## config.mk

```make
export PLATFORM = sky130hd
export DESIGN_NAME = multicycle_control_fsm
export DESIGN_NICKNAME = d
export VERILOG_FILES = /design/src/rtl/multicycle_control_fsm.sv
export SDC_FILE = /design/constraint.sdc
export NUM_CORES = 1
export LEC_CHECK = 0
export ABC_CLOCK_PERIOD_IN_PS = 1700
export BUFFER_PORTS_ARGS = -buffer_cell sky130_fd_sc_hd__buf_2
export CORE_UTILIZATION = 30
export DETAILED_ROUTE_END_ITERATION = 8
export MAX_ROUTING_LAYER = met4
export PLACE_DENSITY = 0.51
export SLEW_MARGIN = 5
export SYNTH_ARGS = -nofsm -noshare
export SYNTH_HDL_FRONTEND = slang
export SYNTH_SLANG_ARGS = --single-unit
```

## constraint.sdc

```tcl
create_clock -name CLK -period 1.7 [get_ports CLK]
set_input_delay 0.17 -clock CLK [delete_from_list [all_inputs] [get_ports CLK]]
set_output_delay 0.17 -clock CLK [all_outputs]
set_load 0.005 [all_outputs]
```

## src/rtl/multicycle_control_fsm.sv

```systemverilog
// multicycle_control_fsm
//
// Main sequencer for the 16-bit multi-cycle processor. This is a Moore FSM
// that steers the fetch/memory datapath (PC, IR, MDR, shared memory), the
// register file and the ALU. Every memory-touching state (FETCH, MEM_RD,
// MEM_WR) is held for MEM_WAIT extra cycles so the core can run on slow memory.
//
// Ports
//   CLK, RESET_N        clock (rising edge), asynchronous active-low reset
//   opcode              IR control field, sampled and latched in DECODE
//   alu_zero/negative   ALU flags (branch outcome is resolved by the PC logic)
//   PCWrite, IsBranch, BranchType, PCSource           PC update controls
//   IRWrite, IorD, MemWrite                           memory / IR controls
//   RegWrite, MemToReg, RegDst                        register file controls
//   ALUSrcA, ALUSrcB, ALUOp                           ALU operand/operation
//   halted, fault       core stopped in HALT / illegal opcode seen
//   state_dbg           current state encoding
//   retired             completed-instruction counter, wraps at 2^CNT_W
//
// state   | meaning
// --------+----------------------------------------------------------
// FETCH   | read instruction at PC, PC <= PC + 1 on final wait cycle
// DECODE  | latch opcode, precompute branch target, dispatch
// EXEC_R  | register-register ALU operation
// EXEC_I  | register-immediate ALU operation
// ADDR    | effective address for LW/SW
// MEM_RD  | data read at ALUOut
// MEM_WR  | data write at ALUOut, strobe on final wait cycle
// WB_ALU  | write ALUOut to register file
// WB_MEM  | write MDR to register file
// BRANCH  | compare operands, conditional PC update
// JUMP    | PC <= Imm
// HALT    | stopped until reset
// FAULT   | illegal opcode, stopped until reset

module multicycle_control_fsm #(
    parameter int MEM_WAIT = 0,
    parameter int CNT_W    = 16
) (
    input  logic             CLK,
    input  logic             RESET_N,
    input  logic [6:0]       opcode,
    input  logic             alu_zero,
    input  logic             alu_negative,
    output logic             PCWrite,
    output logic             IsBranch,
    output logic [1:0]       BranchType,
    output logic             IRWrite,
    output logic             IorD,
    output logic             MemWrite,
    output logic             RegWrite,
    output logic             MemToReg,
    output logic             RegDst,
    output logic             ALUSrcA,
    output logic [1:0]       ALUSrcB,
    output logic [1:0]       ALUOp,
    output logic [1:0]       PCSource,
    output logic             halted,
    output logic             fault,
    output logic [3:0]       state_dbg,
    output logic [CNT_W-1:0] retired
);

    typedef enum logic [3:0] {
        S_FETCH  = 4'd0,
        S_DECODE = 4'd1,
        S_EXEC_R = 4'd2,
        S_EXEC_I = 4'd3,
        S_ADDR   = 4'd4,
        S_MEM_RD = 4'd5,
        S_MEM_WR = 4'd6,
        S_WB_ALU = 4'd7,
        S_WB_MEM = 4'd8,
        S_BRANCH = 4'd9,
        S_JUMP   = 4'd10,
        S_HALT   = 4'd11,
        S_FAULT  = 4'd12
    } state_t;

    localparam logic [6:0] OP_RALU = 7'h01;
    localparam logic [6:0] OP_IALU = 7'h02;
    localparam logic [6:0] OP_LW   = 7'h03;
    localparam logic [6:0] OP_SW   = 7'h04;
    localparam logic [6:0] OP_JUMP = 7'h0C;
    localparam logic [6:0] OP_HALT = 7'h7F;

    localparam logic [3:0] WAIT_MAX = 4'(MEM_WAIT);

    state_t     state;
    state_t     next_state;
    logic [3:0] wait_cnt;
    logic [3:0] wait_cnt_nxt;
    logic [6:0] opcode_q;
    logic       wait_done;
    logic       mem_state;
    logic       retire;

    // The flags feed the PC-update logic directly; the sequencer never branches on them.
    logic flags_unused;
    assign flags_unused = alu_zero ^ alu_negative;

    assign wait_done = (wait_cnt == WAIT_MAX);
    assign mem_state = (state == S_FETCH) || (state == S_MEM_RD) || (state == S_MEM_WR);

    // An instruction is complete on the edge that leaves its last state.
    assign retire = (state == S_WB_ALU) || (state == S_WB_MEM) ||
                    (state == S_BRANCH) || (state == S_JUMP)   ||
                    ((state == S_MEM_WR) && wait_done);

    always_ff @(posedge CLK or negedge RESET_N) begin
        if (!RESET_N) begin
            state    <= S_FETCH;
            wait_cnt <= 4'd0;
            opcode_q <= 7'd0;
            retired  <= '0;
        end else begin
            state    <= next_state;
            wait_cnt <= wait_cnt_nxt;
            if (state == S_DECODE) begin
                opcode_q <= opcode;
            end
            if (retire) begin
                retired <= retired + {{(CNT_W-1){1'b0}}, 1'b1};
            end
        end
    end

    // Counter restarts from zero whenever a state is (re)entered, so each
    // memory state sees 0..MEM_WAIT regardless of where it came from.
    always_comb begin
        wait_cnt_nxt = 4'd0;
        if ((next_state == state) && mem_state && !wait_done) begin
            wait_cnt_nxt = wait_cnt + 4'd1;
        end
    end

    always_comb begin
        next_state = state;
        case (state)
            S_FETCH: begin
                if (wait_done) next_state = S_DECODE;
            end
            S_DECODE: begin
                // Dispatch uses the live IR field; later states use the latched copy.
                if (opcode == OP_RALU)                          next_state = S_EXEC_R;
                else if (opcode == OP_IALU)                     next_state = S_EXEC_I;
                else if ((opcode == OP_LW) || (opcode == OP_SW)) next_state = S_ADDR;
                else if (opcode[6:2] == 5'b00010)               next_state = S_BRANCH;
                else if (opcode == OP_JUMP)                     next_state = S_JUMP;
                else if (opcode == OP_HALT)                     next_state = S_HALT;
                else                                            next_state = S_FAULT;
            end
            S_EXEC_R, S_EXEC_I: next_state = S_WB_ALU;
            S_ADDR:   next_state = (opcode_q == OP_SW) ? S_MEM_WR : S_MEM_RD;
            S_MEM_RD: begin
                if (wait_done) next_state = S_WB_MEM;
            end
            S_MEM_WR: begin
                if (wait_done) next_state = S_FETCH;
            end
            S_WB_ALU, S_WB_MEM, S_BRANCH, S_JUMP: next_state = S_FETCH;
            S_HALT:   next_state = S_HALT;
            S_FAULT:  next_state = S_FAULT;
            default:  next_state = S_FETCH;
        endcase
    end

    // Outputs are forced low while reset is held; otherwise the FETCH
    // decode would present ALUSrcB=1 during reset.
    always_comb begin
        PCWrite    = 1'b0;
        IsBranch   = 1'b0;
        BranchType = 2'd0;
        IRWrite    = 1'b0;
        IorD       = 1'b0;
        MemWrite   = 1'b0;
        RegWrite   = 1'b0;
        MemToReg   = 1'b0;
        RegDst     = 1'b0;
        ALUSrcA    = 1'b0;
        ALUSrcB    = 2'd0;
        ALUOp      = 2'd0;
        PCSource   = 2'd0;
        halted     = 1'b0;
        fault      = 1'b0;
        if (RESET_N) begin
            case (state)
                S_FETCH: begin
                    ALUSrcB = 2'd1;
                    IRWrite = wait_done;
                    PCWrite = wait_done;
                end
                S_DECODE: begin
                    ALUSrcB = 2'd2;
                end
                S_EXEC_R: begin
                    ALUSrcA = 1'b1;
                    ALUOp   = 2'd2;
                end
                S_EXEC_I, S_ADDR: begin
                    ALUSrcA = 1'b1;
                    ALUSrcB = 2'd2;
                end
                S_MEM_RD: begin
                    IorD = 1'b1;
                end
                S_MEM_WR: begin
                    IorD     = 1'b1;
                    MemWrite = wait_done;
                end
                S_WB_ALU: begin
                    RegWrite = 1'b1;
                    RegDst   = (opcode_q == OP_RALU);
                end
                S_WB_MEM: begin
                    RegWrite = 1'b1;
                    MemToReg = 1'b1;
                end
                S_BRANCH: begin
                    ALUSrcA    = 1'b1;
                    ALUOp      = 2'd1;
                    IsBranch   = 1'b1;
                    PCSource   = 2'd1;
                    BranchType = opcode_q[1:0];
                end
                S_JUMP: begin
                    PCWrite  = 1'b1;
                    PCSource = 2'd2;
                end
                S_HALT:  halted = 1'b1;
                S_FAULT: fault  = 1'b1;
                default: ;
            endcase
        end
    end

    assign state_dbg = state;

endmodule

```

* After elaboration in Yosys (flattened, before gate mapping) *
Cells that the tools add are included.

word-level totals
  register bits = 31
  latch bits = 0
  memory bits (writable) = 0
  ROM bits = 0
  output and inout bits = 39
  memories kept = 0

operators by class
  $add $sub $neg = 2
  $mul = 0
  div/mod/pow operators = 0
  $lt $le $gt $ge = 0
  equality and inequality tests = 22
  shifts and indexed selects = 0
  multiplexer cells = 42
  bitwise gates (word level) = 0
  reductions and logical operators = 18

operators with widths
  cell                   number
  $pmux 4 s8             1
  $mux 4                 7
  $mux 1                 21
  $eq 4x4->1 const B     5
  $add 16x1->16 const B  1
  $eq 4x3->1 const B     4
  $eq 7x1->1 const B     2
  $eq 7x2->1 const B     2
  $eq 7x3->1 const B     2
  $mux 2                 6
  $pmux 2 s2             3
  $mux 3                 3
  $eq 4x2->1 const B     2
  $logic_not 4->1        2
  $eq 7x4->1 const B     1
  $eq 7x7->1 const B     1
  $logic_or 1x1->1       7
  $reduce_or 2->1        3
  $eq 5x2->1 const B     1
  $add 4x1->4 const B    1
  $eq 4x1->1 const B     1
  $eq 4x4->1             1
  $reduce_or 4->1        1
  $logic_and 1x1->1      3
  3 further kinds        3

* Longest topological paths before layout *
Gate-level depths: netlist (run 1).

  depth after elaboration = 12
  depth in mapped cells = 8
  gate-level depth less buffers = 7

* Worst setup path before layout (run 1) *
No wires, ideal clock.

  path kind = flip-flop to flip-flop
  start point = reg wait_cnt[0]
  end point = reg retired[10]
  arrival = 1574 ps
  required time = 1577 ps
  setup slack = 3 ps
  stages on the path, launching flop included = 9
  buffers on the path = 1
  clock period less this slack = 1697 ps
  cells stage by stage = dfrtp_1 inv_1 ha_1 nor3b_4 a221o_1 and3_1 buf_6 nand4_2 xnor2_1

on the way
  word-level cells in the longest chain between the ends = 3

RTL lines
  item                    line  source
  start, declared         91    logic [3:0] wait_cnt;
  start signal, assigned  118   wait_cnt <= wait_cnt_nxt;
  $logic_not 4->1         102   assign wait_done = (wait_cnt == WAIT_MAX);
  $logic_and 1x1->1       108   ((state == S_MEM_WR) && wait_done);
  $logic_or 1x1->1        107   (state == S_BRANCH) || (state == S_JUMP) ||
  end signal, assigned    123   retired <= retired + {{(CNT_W-1){1'b0}}, 1'b1};
  end, declared           61    output logic [CNT_W-1:0] retired

No other way between the ends.
A chain may end at the register's enable or synchronous reset.

* Final worst setup path (run 1) *
  start point = reg wait_cnt[0]
  end point = reg state[1] (netlist: state_dbg[1])

on the way
  word-level cells in the longest chain between the ends = 3

RTL lines
  item                              line           source
  $logic_not 4->1 (*)               102
  $mux 4, on equally long branches  159, 141, 156
  $pmux 4 s8 (*)                    139            case (state)
  named net next_state[1]           90             state_t next_state;
  end signal, assigned              117            state <= next_state;
  end, declared                     89             state_t state;

The timed path passes the listed nets; every way through them passes the cells marked *.

==> results of run 1 <==
worst max-delay path, stage by stage (launching register included):
cell and delay, ps:
dfrtp_1 380, inv_1 60, ha_2 150, nor3b_4 290, buf_4 180, o21ai_2 40, and3b_1 150, or4_1 460
final timing paths:
path,end,slack (ps),from
worst min register to register,retired[12]$_DFFE_PN0P_,470,retired[12]$_DFFE_PN0P_
worst max-delay path,state_dbg[1]$_DFF_PN0_,-150,wait_cnt[0]$_DFF_PN0_
worst max register to register,state_dbg[1]$_DFF_PN0_,-150,wait_cnt[0]$_DFF_PN0_
min in group asynchronous,retired[1]$_DFFE_PN0P_,370,RESET_N
worst min-delay path,opcode_q[4]$_DFFE_PN0P_,140,opcode[4]
max in group asynchronous,opcode_q[1]$_DFFE_PN0P_,500,RESET_N
per-stage QoR:
step / power, mW / hold WS, ps / std cells / setup TNS [ps] / area [µm²]
floorplan: 1.87 / -126 / 207 / 0 / 1850
global placement: 2.46 / 22.3 / 349 / -758 / 2360
detailed placement: 2.47 / 22.4 / 349 / -866 / 2360
CTS: 3.23 / 142 / 360 / -1560 / 2600
global route: 3.92 / 146 / 374 / -3710 / 2860
finish: 3.67 / 139 / 374 / -1250 / 2860
Yosys cell counts (all sizes together):
| cell | n |
|---|---|
| a2bb2oi | 1 |
| a31oi | 2 |
| mux2i | 1 |
| o21ai | 6 |
| o21a | 1 |
| and2 | 3 |
| ha | 3 |
| o22ai | 2 |
| and3 | 6 |
| a21oi | 7 |
| or4 | 2 |
| and3b | 2 |
| or2 | 3 |
| nor3b | 2 |
| nand4b | 1 |
| a221oi | 1 |
| or3 | 1 |
| nor4 | 3 |
| xnor2 | 16 |
| o221ai | 1 |
| and4 | 2 |
| nand4 | 4 |
| a21boi | 1 |
| nor3 | 9 |
| inv | 8 |
| nor2b | 5 |
| o32ai | 1 |
| nor2 | 20 |
| and4b | 1 |
| clkbuf | 3 |
| a221o | 2 |
| buf | 6 |
| nand2 | 35 |
| xor2 | 3 |
| nand2b | 2 |
| dfrtp | 31 |
| nor4b | 2 |
| nand3 | 8 |
cells by family after synthesis:
| group | Yosys count |
|---|---|
| AND/OR/NAND/NOR | 111 |
| XOR/XNOR | 19 |
| AO/OA/AOI/OAI | 25 |
| multiplexers | 1 |
| flip-flops | 31 |
| buffers and inverters | 17 |
| adder cells (fa/ha/maj) | 3 |
flip-flops by register name, indices dropped and copies added, names as in the netlist:
name	count
retired	16
opcode_q	7
state_dbg	4
wait_cnt	4
cell type report:
cell class / instances / area share
clock buffers: 6 / 0.0288
multi-input cells: 159 / 0.417
flip-flops and latches: 31 / 0.272
inverters: 8 / 0.0105
well taps: 75 / 0.0328
repair buffers: 94 / 0.237
clock inverters: 1 / 0.00175
repair_timing:
item,4_1_cts,5_1_grt
pin swaps,13,12
gates cloned,0,1
gates resized for setup,26,33
setup buffers,2,13
setup endpoints to repair,29,35
hold buffers,2,0
endpoints found under the hold margin,31,0
where the power goes:
group / switching [mW] / internal [mW] / leakage, nW / total (mW)
logic: 0.895 / 1.05 / 1.01 / 1.94
registers: 0.218 / 0.922 / 0.406 / 1.14
clock network: 0.269 / 0.317 / 0.0470 / 0.586
routing by layer:
layer  global-route usage  share of wire
met5                    -              0
met4               0.0500          0.016
met3               0.0523          0.035
met2                0.283           0.52
met1                0.186           0.43
==> summary.md, run 1 <==
| Metric | Value |
|---|---|
| Top cell type's share of synthesized area | `0.420` |
| Adder-Cell Fraction of Synth Area | `0.0203` |
| Max Slew Vio Count | `0` |
| Fin crit period | `1850 ps` |
| Min-delay worst type | `in -> reg` |
| Ports | `50` |
| Most used cells in the layout excluding fill and tap cells | `buf_2, buf_4, nand2_1` |
| Synth Area in Simple Gates | `0.327` |
| DR iter-0 viols | `48` |
| First drt pass iteration count | `4` |
| Fmax achieved | `540 MHz` |
| Pleak | `1.46 nW` |
| Crit share post-route | `1.09` |
| Horiz. Die Dim | `80.4 µm` |
| Final core utilization | `0.484` |
| Fill count | `559` |
| Worst path arrival time | `2000 ps` |
| Maxcap violations | `0` |
| Cell count after synthesis | `207` |
| Synth area leaders | `dfrtp_1, xnor2_1, nand2_1, nor2_1, nor3_1` |
| Pre-CTS WS | `-113 ps` |
| Multi-input logic area | `0.00119 mm²` |
| Maximum fanout along the worst path | `5` |
| Synthesized area per cell | `8.92 µm²` |
| Violated checks | `setup timing` |
| Share of the yosys chip area belonging to registers | `0.420` |
| XOR/XNOR Fraction of Synth Area | `0.0902` |
| Yosys warnings | `0` |
| Cts bufs inserted | `5` |
| Most common cell after layout, fill and taps aside | `buf_2` |
| Synthesized area | `0.00185 mm²` |
| Clock skew | `8.67 ps` |
| Syn_nets | `221` |
| Final setup margin | `-151 ps` |
| CTS tree | `built` |
| Data required time of the critical path | `1850 ps` |
| Count of state elements after synthesis | `31` |
| Clk slew on worst S/H paths | `70 ps` |
| Initial core utilization | `0.312` |
| R2R cell count | `7` |
| Status | `complete, but fails checks` |
| WL final | `5.07 mm` |
| Number of setup violations in the final report | `19` |
| Startpoint type of the worst setup path | `register` |
| RSZ-0062 raised after global routing | `yes` |
| Global-route wire length before repair | `7.91 mm` |
| Initial antenna violation count | `0` |
| Synth Area in Compound Gates | `0.0902` |
| Vias in the first global route | `1722` |
| Syn-to-layout area delta | `55.2%` |
| GRT Util Overall | `0.167` |
| DP HPWL | `3.49 mm` |
| Routability congestion estimate | `0.826` |
| Headroom to the max-slew limit | `0.493` |
| Area of all sequential standard cells | `779 µm²` |
| Post-DR wirelength/cell | `13.6 µm` |
| Largest net degree at the start of global routing | `17` |
| Die area | `0.00647 mm²` |
| Layout cells sized above 1 | `0.475` |
| Actual slew at the worst max-slew pin | `758 ps` |
| Endpoint class of the critical path | `register` |
| Ant diodes | `0` |
| Final nets | `313` |
| Peak VDD IR | `0.667 mV` |
| Hold Path Depth | `3` |
| Core ar. | `0.00592 mm²` |
| Port Buffer Count | `47` |
| Portion of netlist area occupied by mux cells | `0.00542` |
| Maximum clock insertion buffer count | `2` |
| Root buffer cell | `clkbuf_8` |
| Die H | `80.4 µm` |
| Vias/cell | `4.91` |
| Largest family of logic cells by synthesized area | `simple AND/OR/NAND/NOR gates` |
| PD cells | `1280 mW/mm²` |
| WS Path Type | `reg -> reg` |
| Cell taking the most area after synthesis | `dfrtp_1` |
| Clock Sinks | `31` |
| DRC Markers | `0` |
| CTS HTree Levels | `2` |
| Hold Vio Cnt, Final | `0` |
| Worst skew pair latency | `280 ps` |
| Vias | `1837` |
| Synth cell types | `45` |
| Final antenna-violating net count | `0` |
| Rows | `28` |
| Total grt overflow | `0` |
(Power assumes the default switching activity.)
==> run 2, diff against run 1 <==
--- a/config.mk
+++ b/config.mk
@@ -5,12 +5,12 @@
 export SDC_FILE = /design/constraint.sdc
 export NUM_CORES = 1
 export LEC_CHECK = 0
-export ABC_CLOCK_PERIOD_IN_PS = 1700
+export ABC_CLOCK_PERIOD_IN_PS = 2100
 export BUFFER_PORTS_ARGS = -buffer_cell sky130_fd_sc_hd__buf_2
 export CORE_UTILIZATION = 30
 export DETAILED_ROUTE_END_ITERATION = 8
 export MAX_ROUTING_LAYER = met4
-export PLACE_DENSITY = 0.51
+export PLACE_DENSITY = 0.5
 export SLEW_MARGIN = 5
 export SYNTH_ARGS = -nofsm -noshare
 export SYNTH_HDL_FRONTEND = slang
==> constraint.sdc (replaced) <==
create_clock -name CLK -period 2.1 [get_ports CLK]
set_input_delay 0.21 -clock CLK [delete_from_list [all_inputs] [get_ports CLK]]
set_output_delay 0.21 -clock CLK [all_outputs]
set_load 0.005 [all_outputs]
==> run 2 against run 1 <==
The flow now finishes without violations. Combinational power is 52% lower. Critical endpoint is now PCWrite. Global-route usage is 1.7 points lower. Largest power group unchanged. Utilization is 8.9 points lower. Critical path type is now reg -> out. Largest cell class unchanged. Clock skew is 4.2 ps lower. Count of clock-buffer cells in the layout stayed put.
==> summary.md, run 2 (synthesized netlist as in run 1, its figures left out) <==
| Metric | Value |
|---|---|
| Startpoint type of the worst setup path | `register` |
| Top Registers | `retired: 16 flops, opcode_q: 7 flops` |
| Vias | `1643 (-11%)` |
| Pre-CTS WS | `176 ps (+289 ps)` |
| Rows | `28 (unchanged)` |
| First drt pass iteration count | `4 (unchanged)` |
| Final setup margin | `102 ps (+253 ps)` |
| Flop2flop setup slack | `280 ps (+430 ps)` |
| Largest net degree at the start of global routing | `18 (+1)` |
| Routability congestion estimate | `0.748 (-9.5%)` |
| Post-CTS Setup Inserts | `0 (-2)` |
| Maxcap violations | `0 (unchanged)` |
| Max reg flops | `16 (unchanged)` |
| Actual slew at the worst max-slew pin | `402 ps (-356 ps)` |
| Data required time of the critical path | `1890 ps (+40 ps)` |
| WL final | `4.33 mm (-15%)` |
| Final nets | `278 (-11%)` |
| Ant diodes | `0 (unchanged)` |
| Initial antenna violation count | `0 (unchanged)` |
| Die area | `0.00647 mm² (unchanged)` |
| Port Buffer Count | `47 (unchanged)` |
| Layout cells sized above 1 | `0.294 (-0.181)` |
| Cts bufs inserted | `5 (unchanged)` |
| Fin crit period | `2000 ps` |
| Min-delay worst type | `in -> reg` |
| DRC Markers | `0 (unchanged)` |
| Hold Path Origin | `opcode[5]` |
| GRT Util Overall | `0.149 (-0.0172)` |
| PD cells | `1050 mW/mm² (-18%)` |
| Dpl cells | `331 (-5.2%)` |
| Hold Slack | `195 ps (+56.0 ps)` |
| Peak VDD IR | `0.446 mV (-33%)` |
| Headroom to the max-slew limit | `0.732 (+0.239)` |
| Max Slew Vio Count | `0 (unchanged)` |
| Worst path arrival time | `1790 ps (-210 ps)` |
| Maximum clock insertion buffer count | `2 (unchanged)` |
| Most common cell after layout, fill and taps aside | `buf_2` |
| Top reg by flops | `retired` |
| Crit share post-route | `0.951` |
| DP HPWL | `3.41 mm (-2.1%)` |
| WS Path Type | `reg -> out` |
| Clock Sinks | `31 (unchanged)` |
| Fmax achieved | `501 MHz` |
| Maximum fanout along the worst path | `10 (+5)` |
| Fin Setup TNS | `0 ps (+1250 ps)` |
| Pleak | `1.19 nW (-19%)` |
| Vias in the first global route | `1624 (-5.7%)` |
| Vias/cell | `4.83 (-1.6%)` |
| FF-to-FF Start | `wait_cnt[0]$_DFF_PN0_` |
| Hold Vio Cnt, Final | `0 (unchanged)` |
| Ports | `50 (unchanged)` |
| Status | `finished, final reports clean` |
| Syn-to-layout area delta | `26.5%` |
| RSZ-0062 raised after global routing | `no` |
| Hold Path Depth | `3 (unchanged)` |
| Clk slew on worst S/H paths | `70 ps (about the same)` |
| Most used cells in the layout excluding fill and tap cells | `buf_2, nand2_1, dfrtp_1` |
| Critical Path Max Stage Delay | `510 ps (+50 ps)` |
| Horiz. Die Dim | `80.4 µm (unchanged)` |
| RR Endpoint | `retired[14]$_DFFE_PN0P_` |
| Clock skew | `4.52 ps (-4.15 ps)` |
| DR iter-0 viols | `34 (-29%)` |
| Endpoint class of the critical path | `output port` |
| Critical path's slowest cell | `dfrtp_1` |
| Final antenna-violating net count | `0 (unchanged)` |
| Critical-path cell list | `buf_4, nor2_1, and3_1, and2_1, or2_2, buf_2` |
| Global-route wire length before repair | `7.29 mm (-7.8%)` |
| Hold EP | `opcode_q[5]$_DFFE_PN0P_` |
| R2R cell count | `7 (unchanged)` |
| Core ar. | `0.00592 mm² (unchanged)` |
| CTS tree | `built` |
| Initial core utilization | `0.312 (unchanged)` |
| CTS HTree Levels | `2 (unchanged)` |
| Total grt overflow | `0 (unchanged)` |
| Post-DR wirelength/cell | `12.7 µm (-6.0%)` |
| Layout Cells excl Fill | `340 (-9.1%)` |
| Worst skew pair latency | `280 ps (about the same)` |
| Number of setup violations in the final report | `0 (-19)` |
| Die H | `80.4 µm (unchanged)` |
| Root buffer cell | `clkbuf_8` |
run 2: cell types whose count changed in the layout (fill, tap and decap cells not counted), sizes merged:
cell         previous run  this run
clkbuf                  7         6
buf                    91        58
dlygate4sd3             2         1
bufinv                  0         1
run 2: power breakdown:
group | switching, mW | internal, mW
Combinational | 0.497 | 0.434
Sequential | 0.179 | 0.741
Clock | 0.225 | 0.384
run 2: layout make-up:
cell class	instances	area, µm²
Fill cell	624	3590
Inverter	8	30.0
Multi-Input combinational cell	159	990
Sequential cell	31	776
Timing Repair Buffer	59	328
Clock inverter	2	35.0
Tap cell	75	93.8
Clock buffer	6	82.6
run 2: routing by layer:
layer,part of all wire,wire length [µm],up-vias,GRT usage
met5,0,0,-,-
met4,0.014,59,0,0.0518
met3,0.040,175,7,0.0307
met2,0.51,2200,36,0.260
met1,0.44,1900,771,0.169
li1,-,-,829,-
run 2: what timing repair did:
action,4_1_cts,5_1_grt
hold buffers,1,0
resized for setup,0,3
hold endpoints to repair,6,0
setup endpoints to repair,0,4
run 2: worst max path at each step:
stage,from,to,slack (ps),depth (start not counted)
floorplan,wait_cnt[0]$_DFF_PN0_,retired[10]$_DFFE_PN0P_,400,8
global placement,wait_cnt[0]$_DFF_PN0_,retired[14]$_DFFE_PN0P_,200,7
detailed placement,wait_cnt[0]$_DFF_PN0_,retired[14]$_DFFE_PN0P_,180,7
CTS,state_dbg[1]$_DFF_PN0_,BranchType[0],80,6
global route,opcode_q[3]$_DFFE_PN0P_,RegDst,20,3
finish,state_dbg[1]$_DFF_PN0_,PCWrite,100,6
run 2: through the flow:
| step | cell area (µm²) | utilization | power, mW |
|---|---|---|---|
| floorplan | 1850 | - | 1.51 |
| global placement | 2200 | 0.372 | 1.87 |
| detailed placement | 2200 | 0.372 | 1.87 |
| CTS | 2330 | 0.393 | 2.50 |
| global route | 2330 | 0.394 | 2.68 |
| finish | 2330 | 0.394 | 2.46 |
run 2: critical path: cells and delay by family, from the launching register on:
kind	cells	cell delay (ps)
buffers and inverters	2	330
and+or+nand+nor	4	680
DFF	1	510
